--- config.mk ---
export PLATFORM = sky130hd
export DESIGN_NAME = alu_sequencer
export DESIGN_NICKNAME = d
export VERILOG_FILES = /design/src/rtl/alu_pkg.sv /design/src/rtl/alu16_core.sv /design/src/rtl/alu_sequencer.sv
export SDC_FILE = /design/constraint.sdc
export NUM_CORES = 1
export LEC_CHECK = 0
export BUFFER_PORTS_ARGS = -buffer_cell sky130_fd_sc_hd__buf_2
export CELL_PAD_IN_SITES_DETAIL_PLACEMENT = 1
export CELL_PAD_IN_SITES_GLOBAL_PLACEMENT = 1
export CORE_MARGIN = 4
export CORE_UTILIZATION = 37
export CTS_CLUSTER_DIAMETER = 120
export DETAILED_ROUTE_END_ITERATION = 10
export PLACE_DENSITY = 0.71
export SLEW_MARGIN = 10
export SYNTH_ARGS = -nofsm -noshare
export SYNTH_HDL_FRONTEND = slang
export SYNTH_SLANG_ARGS = --single-unit
--- constraint.sdc ---
create_clock -name clk -period 3.1 [get_ports clk]
set_input_delay 0.155 -clock clk [delete_from_list [all_inputs] [get_ports clk]]
set_output_delay 0.155 -clock clk [all_outputs]
set_load 0.005 [all_outputs]
--- src/rtl/alu_pkg.sv ---
// alu_pkg: shared constants and types for the ALU sequencer slice.
// Opcode encoding and FSM state encoding live here.
package alu_pkg;

    localparam int DEF_WIDTH = 16;
    localparam int DEF_NREGS = 4;

    localparam logic [2:0] OP_ADD = 3'd0;
    localparam logic [2:0] OP_SUB = 3'd1;
    localparam logic [2:0] OP_AND = 3'd2;
    localparam logic [2:0] OP_XOR = 3'd3;
    localparam logic [2:0] OP_OR  = 3'd4;
    localparam logic [2:0] OP_INC = 3'd5;
    localparam logic [2:0] OP_SHL = 3'd6;
    localparam logic [2:0] OP_SHR = 3'd7;

    typedef enum logic [1:0] {
        IDLE = 2'd0,
        EXEC = 2'd1,
        RESP = 2'd2
    } state_t;

endpackage

--- src/rtl/alu16_core.sv ---
// alu16_core: combinational 8-operation ALU.
// Produces the truncated result and a per-op carry/borrow/shift-out bit.
module alu16_core
    import alu_pkg::*;
#(
    parameter int WIDTH = DEF_WIDTH
) (
    input  logic [2:0]       op,
    input  logic [WIDTH-1:0] a,
    input  logic [WIDTH-1:0] b,
    output logic [WIDTH-1:0] y,
    output logic             carry
);

    localparam logic [WIDTH:0] ONE = (WIDTH+1)'(1);

    logic [WIDTH:0] wide;

    always_comb begin
        wide  = '0;
        y     = '0;
        carry = 1'b0;
        unique case (1'b1)
            (op == OP_ADD): begin
                wide  = {1'b0, a} + {1'b0, b};
                y     = wide[WIDTH-1:0];
                carry = wide[WIDTH];
            end
            (op == OP_SUB): begin
                // top bit of the extended difference is the borrow
                wide  = {1'b0, a} - {1'b0, b};
                y     = wide[WIDTH-1:0];
                carry = wide[WIDTH];
            end
            (op == OP_AND): y = a & b;
            (op == OP_XOR): y = a ^ b;
            (op == OP_OR):  y = a | b;
            (op == OP_INC): begin
                wide  = {1'b0, a} + ONE;
                y     = wide[WIDTH-1:0];
                carry = wide[WIDTH];
            end
            (op == OP_SHL): begin
                y     = {a[WIDTH-2:0], 1'b0};
                carry = a[WIDTH-1];
            end
            (op == OP_SHR): begin
                y     = {1'b0, a[WIDTH-1:1]};
                carry = a[0];
            end
            default: begin
                y     = '0;
                carry = 1'b0;
            end
        endcase
    end

endmodule

--- src/rtl/alu_sequencer.sv ---
// alu_sequencer: valid/ready command front end for alu16_core.
// Owns the register file, the IDLE/EXEC/RESP FSM and the result registers.
module alu_sequencer
    import alu_pkg::*;
#(
    parameter  int WIDTH = DEF_WIDTH,
    parameter  int NREGS = DEF_NREGS,
    localparam int RW    = $clog2(NREGS)
) (
    input  logic             clk,
    input  logic             rst_n,
    input  logic             cmd_valid,
    output logic             cmd_ready,
    input  logic [2:0]       cmd_op,
    input  logic             cmd_load,
    input  logic             cmd_imm_en,
    input  logic [RW-1:0]    cmd_dst,
    input  logic [RW-1:0]    cmd_srca,
    input  logic [RW-1:0]    cmd_srcb,
    input  logic [WIDTH-1:0] cmd_imm,
    output logic             res_valid,
    input  logic             res_ready,
    output logic [WIDTH-1:0] res_data,
    output logic [RW-1:0]    res_dst,
    output logic             res_zero,
    output logic             res_carry
);

    state_t           state;
    logic [WIDTH-1:0] rf [NREGS];

    logic [2:0]       op_q;
    logic             load_q;
    logic [RW-1:0]    dst_q;
    logic [WIDTH-1:0] opa_q;
    logic [WIDTH-1:0] opb_q;

    logic [WIDTH-1:0] alu_y;
    logic             alu_c;
    logic [WIDTH-1:0] wb_y;
    logic             wb_c;

    alu16_core #(
        .WIDTH (WIDTH)
    ) u_core (
        .op    (op_q),
        .a     (opa_q),
        .b     (opb_q),
        .y     (alu_y),
        .carry (alu_c)
    );

    // a load bypasses the ALU: the immediate sits in opb_q
    always_comb begin
        wb_y = alu_y;
        wb_c = alu_c;
        if (load_q) begin
            wb_y = opb_q;
            wb_c = 1'b0;
        end
    end

    always_ff @(posedge clk or negedge rst_n) begin
        if (!rst_n) begin
            state     <= IDLE;
            cmd_ready <= 1'b1;
            res_valid <= 1'b0;
            res_data  <= '0;
            res_dst   <= '0;
            res_zero  <= 1'b0;
            res_carry <= 1'b0;
            op_q      <= OP_ADD;
            load_q    <= 1'b0;
            dst_q     <= '0;
            opa_q     <= '0;
            opb_q     <= '0;
            for (int i = 0; i < NREGS; i++) begin
                rf[i] <= '0;
            end
        end else begin
            unique case (state)
                IDLE: begin
                    if (cmd_valid) begin
                        op_q      <= cmd_op;
                        load_q    <= cmd_load;
                        dst_q     <= cmd_dst;
                        opa_q     <= rf[cmd_srca];
                        opb_q     <= (cmd_load || cmd_imm_en)
                                   ? cmd_imm : rf[cmd_srcb];
                        cmd_ready <= 1'b0;
                        state     <= EXEC;
                    end
                end
                EXEC: begin
                    rf[dst_q] <= wb_y;
                    res_data  <= wb_y;
                    res_dst   <= dst_q;
                    res_zero  <= (wb_y == '0);
                    res_carry <= wb_c;
                    res_valid <= 1'b1;
                    state     <= RESP;
                end
                RESP: begin
                    if (res_ready) begin
                        res_valid <= 1'b0;
                        cmd_ready <= 1'b1;
                        state     <= IDLE;
                    end
                end
                default: begin
                    res_valid <= 1'b0;
                    cmd_ready <= 1'b1;
                    state     <= IDLE;
                end
            endcase
        end
    end

endmodule

* Word level (Yosys, flattened, before mapping)
Index checks and enable logic that the tools add are counted.
** Word-level totals
- Bits in writable memories :: 0
- Memories :: 0
- Output and inout bits :: 22
- Bits of input ports :: 31
- Latch bits :: 0
- Memory bits (read-only) :: 0
- Flip-flop bits (word level) :: 126
- Logic and storage cells :: 73
** Operators by class
- Reductions and logical operators :: 9
- Bitwise operators :: 8
- Multipliers :: 0
- Equal/unequal tests :: 11
- Muxes and demuxes :: 22
- Add/subtract/negate cells :: 3
- Order comparisons :: 4
- Divide/modulo/power cells :: 0
- Shifts and indexed selects :: 0
** Operators with widths (count)
- case mux 16 bit (8 select lines) :: 1
- 2-to-1 mux 16 bit :: 7
- binary-select mux 16 bit (select 2 bit) :: 2
- bitwise mux 64 bit :: 1
- demux 16 bit (select 2 bit) :: 1
- adder 16 x 1 -> 17 bit (second input constant) :: 1
- adder 16 x 16 -> 17 bit :: 1
- subtractor 16 x 16 -> 17 bit :: 1
- bitwise AND 16 bit :: 1
- zero test 16 bit :: 1
- bitwise OR 16 bit :: 1
- bitwise XOR 16 bit :: 1
- == test 3 bit (second input constant) :: 4
- greater-or-equal comparator 3 bit (second input constant) :: 3
- inverter 2 -> 3 bit :: 3
- == test 3 x 2 -> 1 bit (second input constant) :: 2
- case mux 1 bit (3 select lines) :: 2
- case mux 2 bit (3 select lines) :: 1
- AND reduction 2 bit :: 3
- case mux 1 bit (5 select lines) :: 1
- 2-to-1 mux 1 bit :: 4
- 2-to-1 mux 2 bit :: 2
- inequality test 2 bit (second input constant) :: 2
- == test 3 x 1 -> 1 bit (second input constant) :: 1
- 9 further kinds :: 10

* Logic depth before layout (Yosys ltp)
- Depth after elaboration :: 6
- Depth in mapped cells :: 13
- Gate-level depth less buffers :: 13

* Cells and area by module
Synthesis repeated with hierarchy kept, for this count alone.
** Second synthesis, totals
- Cell total of the unflattened synthesis :: 903
- Area, all modules :: 8894.8 um^2
** Modules (own cells, without submodules)
- alu_sequencer :: sequential area each 3154.3 um^2, area an instance 5769.3 um^2, instances 1, cells each 476
- alu16_core :: sequential area each 0.0 um^2, area an instance 3125.5 um^2, instances 1, cells each 427

* Least setup slack after synthesis
OpenSTA, ideal clock, no wires.
- Kind :: reg-to-reg
- From :: reg opa_q[1]
- To :: reg res_zero
- Arrival time :: 2902 ps
- Required time :: 3033 ps
- Library setup time :: 67 ps
- Slack :: 131 ps
- Path buffers :: 0
- Stages on the path, launching flop included :: 12
- Clock period less this slack :: 2969 ps
- Cells stage by stage :: dfrtp_1 inv_1 ha_1 a211oi_1 o21bai_1 and4_1 o211ai_2 a21oi_2 o21a_1 or3_4 nor4_2 a22o_1
** Between the ends
- Word-level cells in the longest chain between the ends :: 4
- Elaborated cells on any way between the ends :: 9
- Classes of those cells :: add/sub: 3; mux: 2; bitwise: 3; reduce/logical: 1
** Ends and longest elaborated chain
- from (decl) :: line alu_sequencer.sv:35 : logic [WIDTH-1:0] opa_q;
- from (signal assigned) :: line alu_sequencer.sv:87 : opa_q <= rf[cmd_srca];
- adder 16 x 1 -> 17 bit (tied with other cells) :: line alu16_core.sv:39 : wide = {1'b0, a} + ONE;
- case mux 16 bit (8 select lines) * :: line alu16_core.sv:23 : unique case (1'b1)
- 2-to-1 mux 16 bit * :: line alu_sequencer.sv:57 : if (load_q) begin
- zero test 16 bit * :: line alu_sequencer.sv:98 : res_zero <= (wb_y == '0);
- to (signal assigned) :: line alu_sequencer.sv:98
- to (decl) :: line alu_sequencer.sv:25 : output logic res_zero,
Mark *: on every way between the ends. The rest lies on a longest branch, timed or not.
A chain may end at the register's enable or synchronous reset.

* Worst setup path after layout
- From :: reg opa_q[0]
- To :: reg rf[62] (netlist name)
** Between the ends
- Word-level cells in the longest chain between the ends :: 4
- Elaborated cells on any way between the ends :: 6
- Classes of those cells :: add/sub: 3; mux: 3
** Ends and longest elaborated chain
- adder 16 x 1 -> 17 bit (tied with other cells) :: line alu16_core.sv:39
- case mux 16 bit (8 select lines) * :: line alu16_core.sv:23
- 2-to-1 mux 16 bit * :: line alu_sequencer.sv:57
- bitwise mux 64 bit * :: line alu_sequencer.sv:95 : rf[dst_q] <= wb_y;
- to (signal, indexed assignment) :: line alu_sequencer.sv:95
- to (decl) :: line alu_sequencer.sv:30 : logic [WIDTH-1:0] rf [NREGS];
Marks and branches as above.

==> metrics.txt <==
status complete, no violations; Crit Path Max Fanout 6; Via density 5.83; Worst Path Required 3.37 ns; Die ar. ~26000 µm²; register bit total from synthesis roughly 130; Clock Latency Late Sink about 0.42 ns; DRC viols 0; Setup Crit Path Kind reg2reg; Async SR Flop Fraction 100%; die width 162 µm; root buf cell clkbuf_16; WL/cell 22.5 µm; Critical Path Source Type flop; Clk network pwr share 13.6%; post-route minimum period approximately 3.1 ns; Layout area overhead 26.0%; top_reg_cell synth dfrtp_1; initial antenna violation count 0; Setup WS post-layout 0.0111 ns; register area 3160 µm²; Port Buffers 52; share of layout cells above drive strength 1 between 20 and 30%; vias in the first global route a little under 9000; Mapped Nets 1052; CTS buffer count 17; Yosys cell types ~70; final hold violations 0; pre-CTS setup slack -0.264 ns; HP Class in2reg; setup TNS 0 ns; grt met3 use 3.27%; Tightest Pin Transition 0.927 ns; upper clock frequency limit approximately 320 MHz; Worst Skew 0.0114 ns; Int Power 7.58 mW; Mean Syn Cell Area 9.10 µm²; final setup fails 0; Final nets 1186; Placed Area 10000 µm²; Reg2Reg Setup Slack 0.01 ns; RSZ-0062 raised after global routing true; total core area between 20000 and 25000 µm²; H-tree levels 4; I/O pin count 53; fin area 11100 µm²; Final Core Density 47.3%; Final ANT Viol Nets 0; routing usage on met1 32.7%; Flop pwr share between 20% and 30%; fill count 2708; Cell Area, Synth 8790 µm²; Comb power frac 65.1%; dpl hpwl between 20000 and 25000 µm; crit end category flop; CTS Sinks ~130; sw frac a little under half; Leak about 5 nW; first-pass GRT wire length 50200 µm; WL final 32200 µm; max-slew violation count 0; Critical Path AT about 3.4 ns; Via Count ~8400; EDFF count, synth 0; # rows 56; overall routing resource usage 24.4%; fin crit share approximately 100%; sequential share of the synthesized area 35.9%; Multi-input gate area 5460 µm²; Slew HR 38.0%; Die Y about 160 µm; Worst-path clk slew 0.06 ns; largest net degree at the start of global routing 74; Max VDD drop 0.701 mV; ant diodes 0; starting density of the core 37.6%; DR iter-0 viols 610; Max Cap Viol 0; Power Dens Cells 1310 nW/µm²; Ys Warns 0; Pre-antenna DRT Iters 5; clk buf depth 2; CTS tree done; GP Congestion between 0.9 and 1; GR peak layer met2; GRT met2 Usage roughly two fifths; sw power 6.91 mW; Congestion Overflow GR 0; Synth Instances 966
[area by class of cell]
type | instances | area share [%]
multi-input combinational | 725 | 49.3
timing repair buffer | 178 | 11.6
tap | 319 | 3.60
inverter | 52 | 1.76
clock inverter | 15 | 1.40
sequential | 126 | 28.5
clock buffer | 17 | 3.84
[kinds of logic (layout without fill, tap and decap cells)]
| group | count (synthesis) | in the layout | synth area share (%) |
|---|---|---|---|
| adder cells (fa/ha/maj) | 55 | 55 | 8.00 |
| flip-flops | 126 | 126 | 35.9 |
| AND/OR/NAND/NOR | 285 | 285 | 15.0 |
| buffers and inverters | 115 | 262 | 5.11 |
| AO/OA/AOI/OAI | 284 | 284 | 19.8 |
| XOR/XNOR | 21 | 21 | 2.09 |
| multiplexers | 80 | 80 | 14.1 |
[metrics by stage]
stage | cells | total power, mW | hold WS, ns
floorplan | 966 | 7.91 | -0.141
global placement | 1378 | 11.2 | 0.174
detailed placement | 1378 | 11.4 | 0.176
CTS | 1420 | 13.7 | 0.0302
global route | 1432 | 15.5 | 0.0557
finish | 1432 | 14.5 | 0.0360
[worst max-delay path: stages (launching register included)]
cell and delay, ns:
dfrtp_1 0.41, inv_2 0.06, ha_2 0.20, inv_2 0.06, fa_2 0.24, nand2b_4 0.07, a211oi_4 0.38, o2111ai_4 0.18
a211oi_2 0.31, o21ai_1 0.12, nor3b_1 0.15, o22a_1 0.23, o32ai_2 0.25, buf_4 0.20, o21ai_1 0.08
[layout by cell type, fill, tap and decap left out, types with 4 or more instances in the layout]
cell and instances:
nand2_1 127, mux2i_1 34, nor2_1 60, nor3_1 18, clkbuf_16 17, o21bai_1 4
inv_1 44, a211oi_1 4, a21oi_1 49, mux2_2 12, o22ai_1 10, dfrtp_1 119
o211ai_1 8, inv_2 7, dlygate4sd3_1 8, o22a_1 6, a31oi_1 7, nor2b_1 6
a21o_1 11, buf_2 51, o21ai_0 114, nand3_1 15, buf_12 4, buf_4 114
o21a_1 6, dfrtp_2 6, clkinvlp_4 4, ha_1 41, o21ai_1 8, ha_2 8
or3_1 7, ha_4 4, mux4_2 34, xnor2_1 18, o31ai_1 4, nor4_1 4
inv_6 4, nand2b_1 12
[power by group through the flow]
stage               combinational [mW]  sequential (mW)  clock [mW]
floorplan                         4.97             2.94           0
global placement                  8.16             3.02           0
detailed placement                8.35             3.08           0
CTS                               8.60             3.07        2.00
global route                      10.2             3.18        2.08
finish                            9.44             3.09        1.97
[layer usage]
layer	wire length, µm	up-vias
met1	14200	4289
met3	1300	69
met4	1080	0
met5	0	-
met2	15600	244
li1	-	3750
[synth_stat cells, drive strengths merged (18+ instances only)]
cell type / count / share of area, %
nand2: 127 / 5.4
dfrtp: 125 / 36
o21ai: 124 / 7.1
nor2: 62 / 2.6
ha: 53 / 7.5
a21oi: 52 / 3.0
inv: 51 / 2.2
clkbuf: 43 / 1.8
mux2i: 34 / 3.9
mux4: 34 / 8.7
buf: 20 / 1.1
nor3: 18 / 1.0
xnor2: 18 / 1.8
[repair_timing]
action | CTS | global route
hold buffers | 8 | 0
endpoints found under the hold margin | 42 | 0
gates resized for setup | 13 | 57
pin swaps | 3 | 16
buffers inserted | 2 | 12
setup endpoints to repair | 16 | 22
[final timing paths]
kind / start / to / cells past startpoint
max: opa_q[0] / rf[62] / 14
min: cmd_imm[11] / opb_q[11] / 3
max reg2reg: opa_q[0] / rf[62] / 14
min reg2reg: res_valid / res_valid / 1
max in group asynchronous: rst_n / cmd_ready / 3
min in group asynchronous: rst_n / res_zero / 2
[sequential cells by signal, summed over array words and instances (netlist names)]
register / count
state: 2
opa_q: 16
rf: 64
res_carry: 1
load_q: 1
dst_q: 2
res_zero: 1
opb_q: 16
res_dst: 2
cmd_ready: 1
op_q: 3
res_data: 16
res_valid: 1
Power figures use the tool's default switching activity.
